## config.mk

```make
export PLATFORM = sky130hd
export DESIGN_NAME = cpu_controller
export DESIGN_NICKNAME = d
export VERILOG_FILES = /design/src/rtl/cpu_controller.sv
export SDC_FILE = /design/constraint.sdc
export NUM_CORES = 1
export LEC_CHECK = 0
export ABC_AREA = 0
export CAP_MARGIN = 20
export CORE_AREA = 2 2 39 41
export CTS_CLUSTER_DIAMETER = 200
export CTS_CLUSTER_SIZE = 20
export DETAILED_ROUTE_END_ITERATION = 12
export DIE_AREA = 0 0 41 43
export GPL_TIMING_DRIVEN = 0
export PLACE_DENSITY = 0.69
export SLEW_MARGIN = 5
export SYNTH_ARGS = -nofsm -noshare
export SYNTH_HDL_FRONTEND = slang
export SYNTH_SLANG_ARGS = --single-unit
export TNS_END_PERCENT = 10
```

## constraint.sdc

```tcl
create_clock -name clk -period 1.47 [get_ports clk]
set_input_delay 0.294 -clock clk [delete_from_list [all_inputs] [get_ports clk]]
set_output_delay 0.294 -clock clk [all_outputs]
set_load 0.02 [all_outputs]
```

## src/rtl/cpu_controller.sv

```systemverilog
// Eight-phase fetch/execute sequencer for the 8-bit RISC CPU.
// Steps a registered phase counter and decodes the IR opcode into datapath strobes.
module cpu_controller #(
    parameter bit HALT_STICKY = 1'b1
) (
    input  logic       clk,
    input  logic       rst_n,
    input  logic       en,
    input  logic       resume,
    input  logic [2:0] opcode,
    input  logic       is_zero,
    output logic       sel,
    output logic       rd,
    output logic       ld_ir,
    output logic       inc_pc,
    output logic       ld_pc,
    output logic       ld_ac,
    output logic       wr,
    output logic       data_e,
    output logic       halt,
    output logic [2:0] phase
);

    localparam logic [2:0] OP_HLT = 3'd0;
    localparam logic [2:0] OP_SKZ = 3'd1;
    localparam logic [2:0] OP_ADD = 3'd2;
    localparam logic [2:0] OP_AND = 3'd3;
    localparam logic [2:0] OP_XOR = 3'd4;
    localparam logic [2:0] OP_LDA = 3'd5;
    localparam logic [2:0] OP_STO = 3'd6;
    localparam logic [2:0] OP_JMP = 3'd7;

    typedef enum logic [2:0] {
        INST_ADDR  = 3'd0,
        INST_FETCH = 3'd1,
        INST_LOAD  = 3'd2,
        IDLE       = 3'd3,
        OP_ADDR    = 3'd4,
        OP_FETCH   = 3'd5,
        ALU_OP     = 3'd6,
        STORE      = 3'd7
    } phase_t;

    phase_t phase_q, phase_d;
    logic   halted_q, halted_d;
    logic   alu_op;

    always_ff @(posedge clk) begin
        if (!rst_n) begin
            phase_q  <= INST_ADDR;
            halted_q <= 1'b0;
        end else begin
            phase_q  <= phase_d;
            halted_q <= halted_d;
        end
    end

    // HLT is taken on the phase-4 edge, so the frozen phase is always OP_FETCH.
    always_comb begin
        phase_d  = phase_q;
        halted_d = halted_q;
        if (halted_q) begin
            if (!HALT_STICKY && resume) begin
                halted_d = 1'b0;
                phase_d  = INST_ADDR;
            end
        end else if (en) begin
            phase_d = phase_t'(phase_q + 3'd1);
            if (phase_q == OP_ADDR && opcode == OP_HLT) begin
                halted_d = 1'b1;
            end
        end
    end

    assign alu_op = (opcode == OP_ADD) || (opcode == OP_AND) ||
                    (opcode == OP_XOR) || (opcode == OP_LDA);

    always_comb begin
        sel    = 1'b0;
        rd     = 1'b0;
        ld_ir  = 1'b0;
        inc_pc = 1'b0;
        ld_pc  = 1'b0;
        ld_ac  = 1'b0;
        wr     = 1'b0;
        data_e = 1'b0;
        halt   = 1'b0;
        if (halted_q) begin
            sel  = 1'b1;
            halt = 1'b1;
        end else begin
            unique case (phase_q)
                INST_ADDR:  sel = 1'b1;
                INST_FETCH: begin sel = 1'b1; rd = 1'b1; end
                INST_LOAD:  begin sel = 1'b1; rd = 1'b1; ld_ir = 1'b1; end
                IDLE:       begin sel = 1'b1; rd = 1'b1; end
                OP_ADDR: begin
                    inc_pc = 1'b1;
                    halt   = (opcode == OP_HLT);
                end
                OP_FETCH: rd = alu_op;
                ALU_OP: begin
                    rd     = alu_op;
                    inc_pc = (opcode == OP_SKZ) && is_zero;
                    ld_pc  = (opcode == OP_JMP);
                    data_e = (opcode == OP_STO);
                end
                STORE: begin
                    rd     = alu_op;
                    ld_ac  = alu_op;
                    ld_pc  = (opcode == OP_JMP);
                    wr     = (opcode == OP_STO);
                    data_e = (opcode == OP_STO);
                end
                default: ;
            endcase
            // A stalled phase must not repeat a register load.
            if (!en) begin
                ld_ir  = 1'b0;
                inc_pc = 1'b0;
                ld_pc  = 1'b0;
                ld_ac  = 1'b0;
                wr     = 1'b0;
            end
        end
    end

    assign phase = phase_q;

endmodule

```

Word-level counts from Yosys, hierarchy flattened
Index checks and enable logic that the tools add are counted.
Widths: inputs -> output; s select.
{"block": "word_totals", "reg_bits": 4, "latchBits": 0, "mem_bits_rw": 0, "romBits": 0, "inputBits": 8, "out_inout_bits": 12, "wordCells": 56, "mem_count": 0}
{"block": "classes", "n_addsub": 1, "mul": 0, "div_mod_pow": 0, "order_cmp": 0, "eq_ne": 14, "shifts": 0, "n_mux": 26, "bitwise_logic": 1, "reduce_logical": 12}
{"operator": "$eq 3x3->1 const B", "count": 8}
{"operator": "$mux 1", "count": 24}
{"operator": "$eq 3x2->1 const B", "count": 4}
{"operator": "$eq 3x1->1 const B", "count": 2}
{"operator": "$logic_not 3->1", "count": 2}
{"operator": "$reduce_or 3->1", "count": 2}
{"operator": "$pmux 1 s2", "count": 2}
{"operator": "$reduce_or 4->1", "count": 1}
{"operator": "$add 3x1->3 const B", "count": 1}
{"operator": "$logic_or 1x1->1", "count": 3}
{"operator": "$logic_and 1x1->1", "count": 2}
{"operator": "$reduce_and 2->1", "count": 1}
{"operator": "$reduce_or 2->1", "count": 1}
{"operator": "$not 1->1", "count": 1}

Depth between registers and ports, before layout
Gate-level depths: netlist (run 1).
{"block": "depth", "word_depth": 7, "ltp_mapped": 4, "mapped_depth_nobuf": 4}

Worst setup path after synthesis (run 1)
No wires, ideal clock.
{"block": "synth_path", "kind": "register to output", "start": "reg phase_q[0], in the netlist phase[0]", "end": "out ld_pc", "arrival_time_ps": 1715, "t_required_ps": 1176, "slack_ps": -539, "path_stages_with_launch": 5, "path_buffers": 0, "path_cell_list": "dfxtp_1 ha_1 ha_1 a21oi_1 nor4_1"}
{"block": "synth_via", "elab_chain_cells": 5, "word_cells_on_any_way": 6, "classes_between": "2 x eq/ne; 3 x mux; 1 x reduce/logical"}
{"item": "start: declaration", "line_no": "44", "rtl": "phase_t phase_q, phase_d;"}
{"item": "start signal: assignment", "line_no": "53", "rtl": "phase_q <= phase_d;"}
{"item": "$eq 3x3->1", "line_no": "92", "rtl": "unique case (phase_q)"}
{"item": "$reduce_or 2->1 (no line) *"}
{"item": "$mux 1 *"}
{"item": "$mux 1 *", "line_no": "118", "rtl": "if (!en) begin"}
{"item": "$mux 1 *", "line_no": "88", "rtl": "if (halted_q) begin"}
{"item": "end: declaration", "line_no": "16", "rtl": "output logic ld_pc,"}
Every way passes the cells marked *; elsewhere a longest branch is shown, timed or not.

Worst setup path in the final report (run 1)
{"block": "layout_path", "start": "reg phase_q[0], in the netlist phase[0]", "end": "out rd"}
{"block": "layout_via", "elab_chain_cells": 4, "word_cells_on_any_way": 10, "classes_between": "6 x eq/ne; 2 x mux; 2 x reduce/logical"}
{"item": "$eq 3x3->1 (tied with other cells)", "line_no": "92"}
{"item": "$reduce_or 3->1 (no line)"}
{"item": "$pmux 1 s2 *", "line_no": "92"}
{"item": "$mux 1 *", "line_no": "88"}
{"item": "end: declaration", "line_no": "13", "rtl": "output logic rd,"}
Marked as above.

==> reports/summary.md, run 1 <==
The run finished, with violations left. The checks that failed: negative setup slack. The number of synthesized flops with an enable pin was 0; the number of design-rule violations left by the first detailed-router iteration was 1.

Of all nets on the critical path, the largest fanout is 4. Across the run, the number of max-cap violations was 0. The share of synthesized area occupied by flip-flops and latches is 0.218.

The most frequent cell on the critical path is buf_4. TritonCTS built the clock tree. The clock passes through at most 2 buffers. Traced cell by cell, the critical path runs through buf_4 > ha_2 > o22ai_1 > a21oi_1 > buf_4. Counting tap cells, the placed design contains a total of 77 instances. 20 I/O pins were placed.

The mean cell area of the mapped netlist works out to 8.53 µm². The run gives 22 as the distinct cell type count of the synthesized netlist. The die is 41 µm wide. The routed via count was 412; the number of synthesis warnings was 0. The number of CTS-inserted buffers is 3.

Broken down by cell family, the worst path's largest delay share belongs to flip-flops. Number of standard-cell rows in the floorplan: 14. The endpoint class of the critical path was a primary output. The worst setup path is launched from a flop.

The repair_antennas step left the layout with diodes totalling 0. The total area inside the core boundary comes to 1380 µm². Path depth of the worst reg2reg path: 4.

The run gives 57 as the post-synth net total. In this run the tool buffered the top-level ports with 18 buffer cells. For the finished layout, the period the worst path requires is 1650 ps. Total overflow reported by the global router: 0. The tools report the data required time of the worst path as 1180 ps.

Total power of the final layout: 455 µW. For the headroom to the max-slew limit, the log shows 0.828. Before antenna repair, the detailed router went through 2 iterations. The share of the clock period used by the worst path after layout was 1.12. In the routed layout, each cell is associated on average with a via count of 4.79.

The tools report the via count of the first global-routing pass as 420. The clock reaches the later pin of the worst-skew pair after 230 ps. The logs give 1 for the number of H-tree branching levels and 0.317 nW for the reported leakage power.

The tools report the DRC violation count after routing as 0. Sorting the synthesized cells by area gives the leading types as dfxtp_1 (22%), ha_1 (20%), nor4_1 (6.8%), mux2i_1 (5.5%), a21oi_1 (4.1%). The final layout contains routed wiring with a total length of 1.11 mm.

The first global-routing pass estimated 1.71 mm of wire. Sorting the synthesized cells by how often they occur yields ha_1 (6), dfxtp_1 (4), inv_1 (4), nor4_1 (4). The most common cell in the synthesized netlist is ha_1.

The ratio of cells with drive above 1 in the final layout came out at 0.586. CTS clock-pin slew for the worst setup and hold paths: 40 ps. Measured along the y axis, the die boundary spans 43 µm. The tools report the overall fraction of global-route tracks in use as 0.143. Entering global routing, the biggest net connects 8 pins. For the final setup violation count, the log shows 9.

The number of instances on the worst hold path is 2. Ratio of total power to cell area: 594 nW/µm². The slowest cell on the critical path is dfxtp_4. The final number of hold-violating endpoints is 0, and the quantity of hold-fixing buffers added after cts is 0.

The worst IR drop on VDD was 0.448 mV; the initial antenna violation count was 0. At the end of routability-driven placement, the weighted congestion stood at 0.707. For this run, the leading register cell type out of synthesis is dfxtp_1. The top-area cell type share of the netlist area was 0.218. The largest area contributor in the synthesized netlist was dfxtp_1. From synthesis to final layout, the design area changed by 109%.

The number of pins exceeding their max-slew limit in the final report was 0; the count of state elements after synthesis was 4. Number of nets with antenna violations after routing: 0. The effective utilization at floorplan is 0.265, and the critical path arrival is 1350 ps.

The stage delay of the slowest cell on the critical path is 360 ps, and the number of gates on the worst path with buffers counted is 5. The number of buffers and inverters on the critical path is 2. For the cell area after synthesis, the log shows 367 µm². Setup repair after global routing could not meet its margin everywhere.

The achievable clock frequency is 608 MHz, and the number of non-filler instances in the completed layout is 86. Across the routed clock network, the largest skew measured is 2.96 ps. The tools report the synthesized instance count as 43. The run gives -176 ps as the slack of the critical path. CTS saw 4 sinks. The kind of critical path was reg2out.

The clock tree root driver cell is clkbuf_4. The path class of the tightest hold or removal check is in2reg. After the last flow step, the layout net total stands at 85. The fraction of registers with async set/reset was 0. The worst register-to-register path has a setup slack of 340 ps. Total die area: 1760 µm². For the pin with the worst max-slew slack, the measured transition is 258 ps.

After detailed routing, the average wire length per cell comes to 12.8 µm.
[where the power goes]
part / total, mW / internal, mW / switching (mW) / leakage (nW)
clock: 0.149 / 0.102 / 0.0467 / 0.0150
combinational: 0.182 / 0.0838 / 0.0979 / 0.266
sequential: 0.125 / 0.113 / 0.0122 / 0.0355
[flip-flops by register name (all words and copies together), names as in the netlist]
register,flops
halted_q,1
phase,3
[final timing paths]
check                         from                     to
min                             en    halted_q$_SDFF_PN0_
min reg2reg    halted_q$_SDFF_PN0_    halted_q$_SDFF_PN0_
max          phase[0]$_SDFFE_PN0P_                     rd
max reg2reg  phase[0]$_SDFFE_PN0P_  phase[2]$_SDFFE_PN0P_
[cells by family (layout without fill, tap and decap cells)]
family / Yosys count / after routing / synth area share
AOI/OAI and AO/OA: 8 / 8 / 0.147
adders and majority gates: 6 / 6 / 0.205
muxes: 2 / 2 / 0.0546
and+or+nand+nor: 16 / 16 / 0.256
buffers and inverters: 5 / 32 / 0.0717
DFF: 4 / 4 / 0.218
xor gates and xnor gates: 2 / 2 / 0.0478
[worst reg2reg max path: stages, from the launching register on]
cell and delay, ps:
dfxtp_4 360, ha_4 170, ha_1 260, mux2i_1 60, and2_1 160
[stage by stage]
step / area [µm²] / hold slack (ps) / utilization / TNS (ps) / setup slack, ps
6_report: 767 / 545 / 0.554 / -1080 / -176
5_1_grt: 767 / 560 / 0.554 / -1560 / -254
4_1_cts: 746 / 537 / 0.539 / -1070 / -174
3_5_place_dp: 646 / 545 / 0.467 / -6090 / -833
3_3_place_gp: 646 / 548 / 0.467 / -5980 / -804
2_1_floorplan: 445 / 415 / - / -137 / -50.4
[layout make-up]
cell class	instances	area, µm²
fillers	137	617
multi-input cells	34	407
repair buffers	23	190
flip-flops and latches	4	95.1
clock buffers	4	26.3
well taps	16	20.0
inverters	4	17.5
plain buffers	1	11.3
[placed cells by master (no fill, tap or decap)]
master	instances
a21oi_1	2
mux2i_1	2
and2_1	2
xor2_2	1
ha_1	1
o21ai_0	1
nor3b_4	1
xnor2_1	1
nor2b_1	1
clkdlybuf4s50_1	2
dfxtp_4	4
inv_4	1
nor3b_2	1
ha_2	2
a21oi_4	1
ha_4	3
a31o_1	1
nand2b_4	1
nor4_2	1
a41oi_2	1
buf_6	2
o22ai_1	1
nor3_2	1
nand2_2	1
nand2_1	2
clkbuf_1	1
buf_2	1
clkbuf_4	3
nor4_4	3
buf_4	12
nor2_1	2
dlygate4sd2_1	6
clkdlybuf4s15_2	1
o211a_1	1
inv_1	3
[per-layer routing]
layer / track usage / wire length (µm) / up-vias
met1: 0.135 / 401 / 191
met5: 0 / 0 / -
met2: 0.275 / 612 / 15
li1: - / - / 206
met3: 0.0471 / 92 / 0
met4: 0.0200 / 0 / 0
[timing repair]
item                       in CTS  in global routing
pin swaps                       9                  2
setup buffers                   4                  1
cloned                          0                  0
setup endpoints to repair      12                  9
gates resized for setup        71                  4
No activity file was read; power rests on OpenSTA's default activity.
==> inputs of run 2 (changes only) <==
--- a/config.mk
+++ b/config.mk
@@ -12,8 +12,11 @@
 export CTS_CLUSTER_SIZE = 20
 export DETAILED_ROUTE_END_ITERATION = 12
 export DIE_AREA = 0 0 41 43
+export DONT_BUFFER_PORTS = 1
 export GPL_TIMING_DRIVEN = 0
-export PLACE_DENSITY = 0.69
+export HOLD_SLACK_MARGIN = 0.08
+export PLACE_DENSITY = 0.5
+export SETUP_SLACK_MARGIN = 0.2
 export SLEW_MARGIN = 5
 export SYNTH_ARGS = -nofsm -noshare
 export SYNTH_HDL_FRONTEND = slang
==> run 2 against run 1 <==
Net effect: the run still ends with negative setup slack left; hold slack lost 370 ps; combinational power shrank 38%; clock power is essentially flat; setup slack lost 58 ps; highest routed layer is now met4.
==> reports/summary.md, run 2 (synthesis gave the netlist of run 1 again) <==
Once detailed placement completed, the half-perimeter wirelength came to 760 µm. The flip-flop count of the largest register, all copies and words added works out to 3 (unchanged). The final design utilization is 0.416 (-0.138), and the detailed-router iteration count before antenna repair is 3 (+1). The DRC violation count after routing came out at 0 (unchanged).

For the met2 global-route usage, the log shows 0.184 (-0.0906). The clock latency on the worst-skew pair was 230 ps (about the same). Overall fraction of global-route tracks in use: 0.120 (-0.0224). The tools report the post-route setup TNS as -1330 ps (-244 ps).

The tools report the reg-to-reg startpoint as phase[0]$_SDFFE_PN0P_. The number of pins exceeding their max-slew limit in the final report was 0 (unchanged); the number of nets with antenna violations after routing was 0 (unchanged). The post-route minimum period works out to 1700 ps (+57.6 ps).

The routed via count came out at 338 (-18%). Worst clock skew on the final layout: 2.98 ps (+0.0153 ps). The final net count was 62 (-27%).

STA classifies the critical path endpoint as a primary output. Setup repair after global routing could not meet its margin everywhere. CTS clock-pin slew for the worst setup and hold paths: 40 ps (about the same). The most frequent standard cell in the layout excluding fill and tap cells was nor4_4.

The area growth from synthesis to layout is 57.0%. The met1 track utilization from global routing was 0.119 (-0.0169). Most frequent cell on the critical path: ha_4. Aggregate routed wire length: 926 µm (-16%).

For the routability congestion estimate, the log shows 0.700 (-1.0%). The worst IR drop on VDD is 0.585 mV (+31%). For the maximum number of buffers from clock root to sink, the log shows 2 (unchanged).

The kind of path behind the tightest hold check was in2reg. The total overflow reported by the global router is 0 (unchanged). The slowest cell on the critical path was dfxtp_4. The number of CTS-inserted buffers is 3 (unchanged), and the number of vias per cell after detailed routing is 5.37 (+12%). The number of antenna cells inserted came out at 0 (unchanged). The worst setup path is of the reg2out kind. The max-capacitance violation count is 0 (unchanged).

The tools report the origin of the worst setup path as phase[0]$_SDFFE_PN0P_. Minimum setup slack among reg-to-reg paths: 250 ps (-90 ps). The global routing stage identified its most utilized layer as met2.

The worst setup path is launched from a flop. The critical path arrival came out at 1410 ps (+60 ps). The number of sinks on the clock net is 4 (unchanged), and the final hold slack is 179 ps (-366 ps). The number of buffer cells added on primary ports is 0 (-18), and the via count of the first global-routing pass is 316 (-25%). The initial antenna violation count is 0 (unchanged). The most critical setup path has its endpoint at data_e. Ratio of total power to cell area: 697 nW/µm² (+17%).

The run gives 587 MHz (-3.4%) as the achievable clock frequency. The signal on the critical path passes through ha_4 > ha_4 > a21oi_4 > nor4_4. The stage delay of the slowest cell on the critical path came out at 430 ps (+70 ps). The share of the clock period used by the worst path after layout was 1.16 (+0.0392); the cell area after layout was 576 µm² (-25%). The total placed instance area was 526 µm² (-19%); the met3 usage in global routing was 0.0785 (+0.0314). TritonCTS built the clock tree.

The final reports fail on negative setup slack. The tools report the core outline area as 1380 µm² (unchanged). For the number of standard-cell rows in the floorplan, the log shows 14 (unchanged). The die span in x came out at 41 µm (unchanged). The headroom to the max-slew limit came out at 0.741 (-0.0866). The run gives 20 (unchanged) as the I/O pin count. The average detailed-routed wire length per instance came out at 14.7 µm (+14%).

The worst register-to-register path ends at halted_q$_SDFF_PN0_. For the number of design-rule violations left by the first detailed-router iteration, the log shows 5 (+4). The path depth of the worst reg2reg path is 4 (unchanged), and the maximum number of pins on one net before global-route repair is 8 (unchanged). Largest fanout of any net on the critical path: 6 (+2). The run finished, with violations left. The number of H-tree branching levels is 1 (unchanged), and the final setup violation count is 9 (unchanged). The transition time of the tightest slew-check pin is 386 ps (+128 ps). The reported leakage power is 0.194 nW (-39%), and the ratio of cells with drive above 1 in the final layout is 0.553 (-0.0325).

The height of the die was 43 µm (unchanged); the slack of the critical path was -233 ps (-57.6 ps). The final number of hold-violating endpoints came out at 0 (unchanged). The tools report the clock tree root driver cell as clkbuf_4. The effective utilization at floorplan was 0.265 (unchanged).

The quantity of hold-fixing buffers added after cts came out at 0 (unchanged). The total die area was 1760 µm² (unchanged); the data required time of the worst path was 1180 ps (about the same). The tools report the wire length of the first global-routing pass as 1.37 mm (-20%). The run gives 138 (+0.73%) as the count of fill cells added during filler insertion.
==> run 2: cell types whose count changed in the layout (fill, tap and decap cells not counted), sizes merged <==
cell	previous run	this run
buf	15	1
clkdlybuf4s50	2	0
dlygate4sd2	6	0
clkdlybuf4s15	1	0
==> run 2: worst min-delay path by stage <==
stage	startpoint	end	slack, ps	depth (start not counted)
3_3_place_gp	rst_n	phase[0]$_SDFFE_PN0P_	420	1
3_5_place_dp	rst_n	phase[2]$_SDFFE_PN0P_	420	1
4_1_cts	rst_n	phase[0]$_SDFFE_PN0P_	170	1
6_report	rst_n	phase[0]$_SDFFE_PN0P_	180	1
5_1_grt	rst_n	phase[2]$_SDFFE_PN0P_	160	1
2_1_floorplan	rst_n	phase[0]$_SDFFE_PN0P_	410	1
==> run 2: routing by layer <==
layer	vias to the layer above	share of wire
li1	164	-
met1	160	0.38
met2	12	0.53
met3	2	0.078
met4	0	0.0086
met5	-	0
==> run 2: layout make-up <==
| type | count | area [µm²] | share of cell area |
|---|---|---|---|
| Buffer | 1 | 11.3 | 0.0196 |
| Clock buffer | 4 | 26.3 | 0.0457 |
| Inverter | 4 | 15.0 | 0.0261 |
| Multi-Input combinational cell | 34 | 410 | 0.713 |
| Sequential cell | 4 | 92.6 | 0.161 |
| Tap cell | 16 | 20.0 | 0.0348 |
==> run 2: power by group <==
group / internal [mW] / switching, mW
registers: 0.115 / 0.0245
logic: 0.0456 / 0.0677
clock network: 0.102 / 0.0469
total: 0.262 / 0.139
==> run 2: repair_timing <==
action / 4_1_cts / 5_1_grt
pin swaps: 2 / 1
buffers inserted: 0 / 0
resized for setup: 4 / 4
setup endpoints to repair: 10 / 12
==> run 2: through the flow <==
step           setup slack [ps]  std cells  total power [mW]
2_1_floorplan              26.9         43             0.229
3_3_place_gp              -36.3         59             0.243
3_5_place_dp              -41.3         59             0.245
4_1_cts                    -259         63             0.404
5_1_grt                    -311         63             0.433
6_report                   -233         63             0.401
==> run 2: critical path, delay by kind of cell, from the launching register on <==
family	cells	cell delay (ps)
adder cells (fa/ha/maj)	2	330
AO/OA/AOI/OAI	1	50
flip-flops	1	430
AND/OR/NAND/NOR	1	360
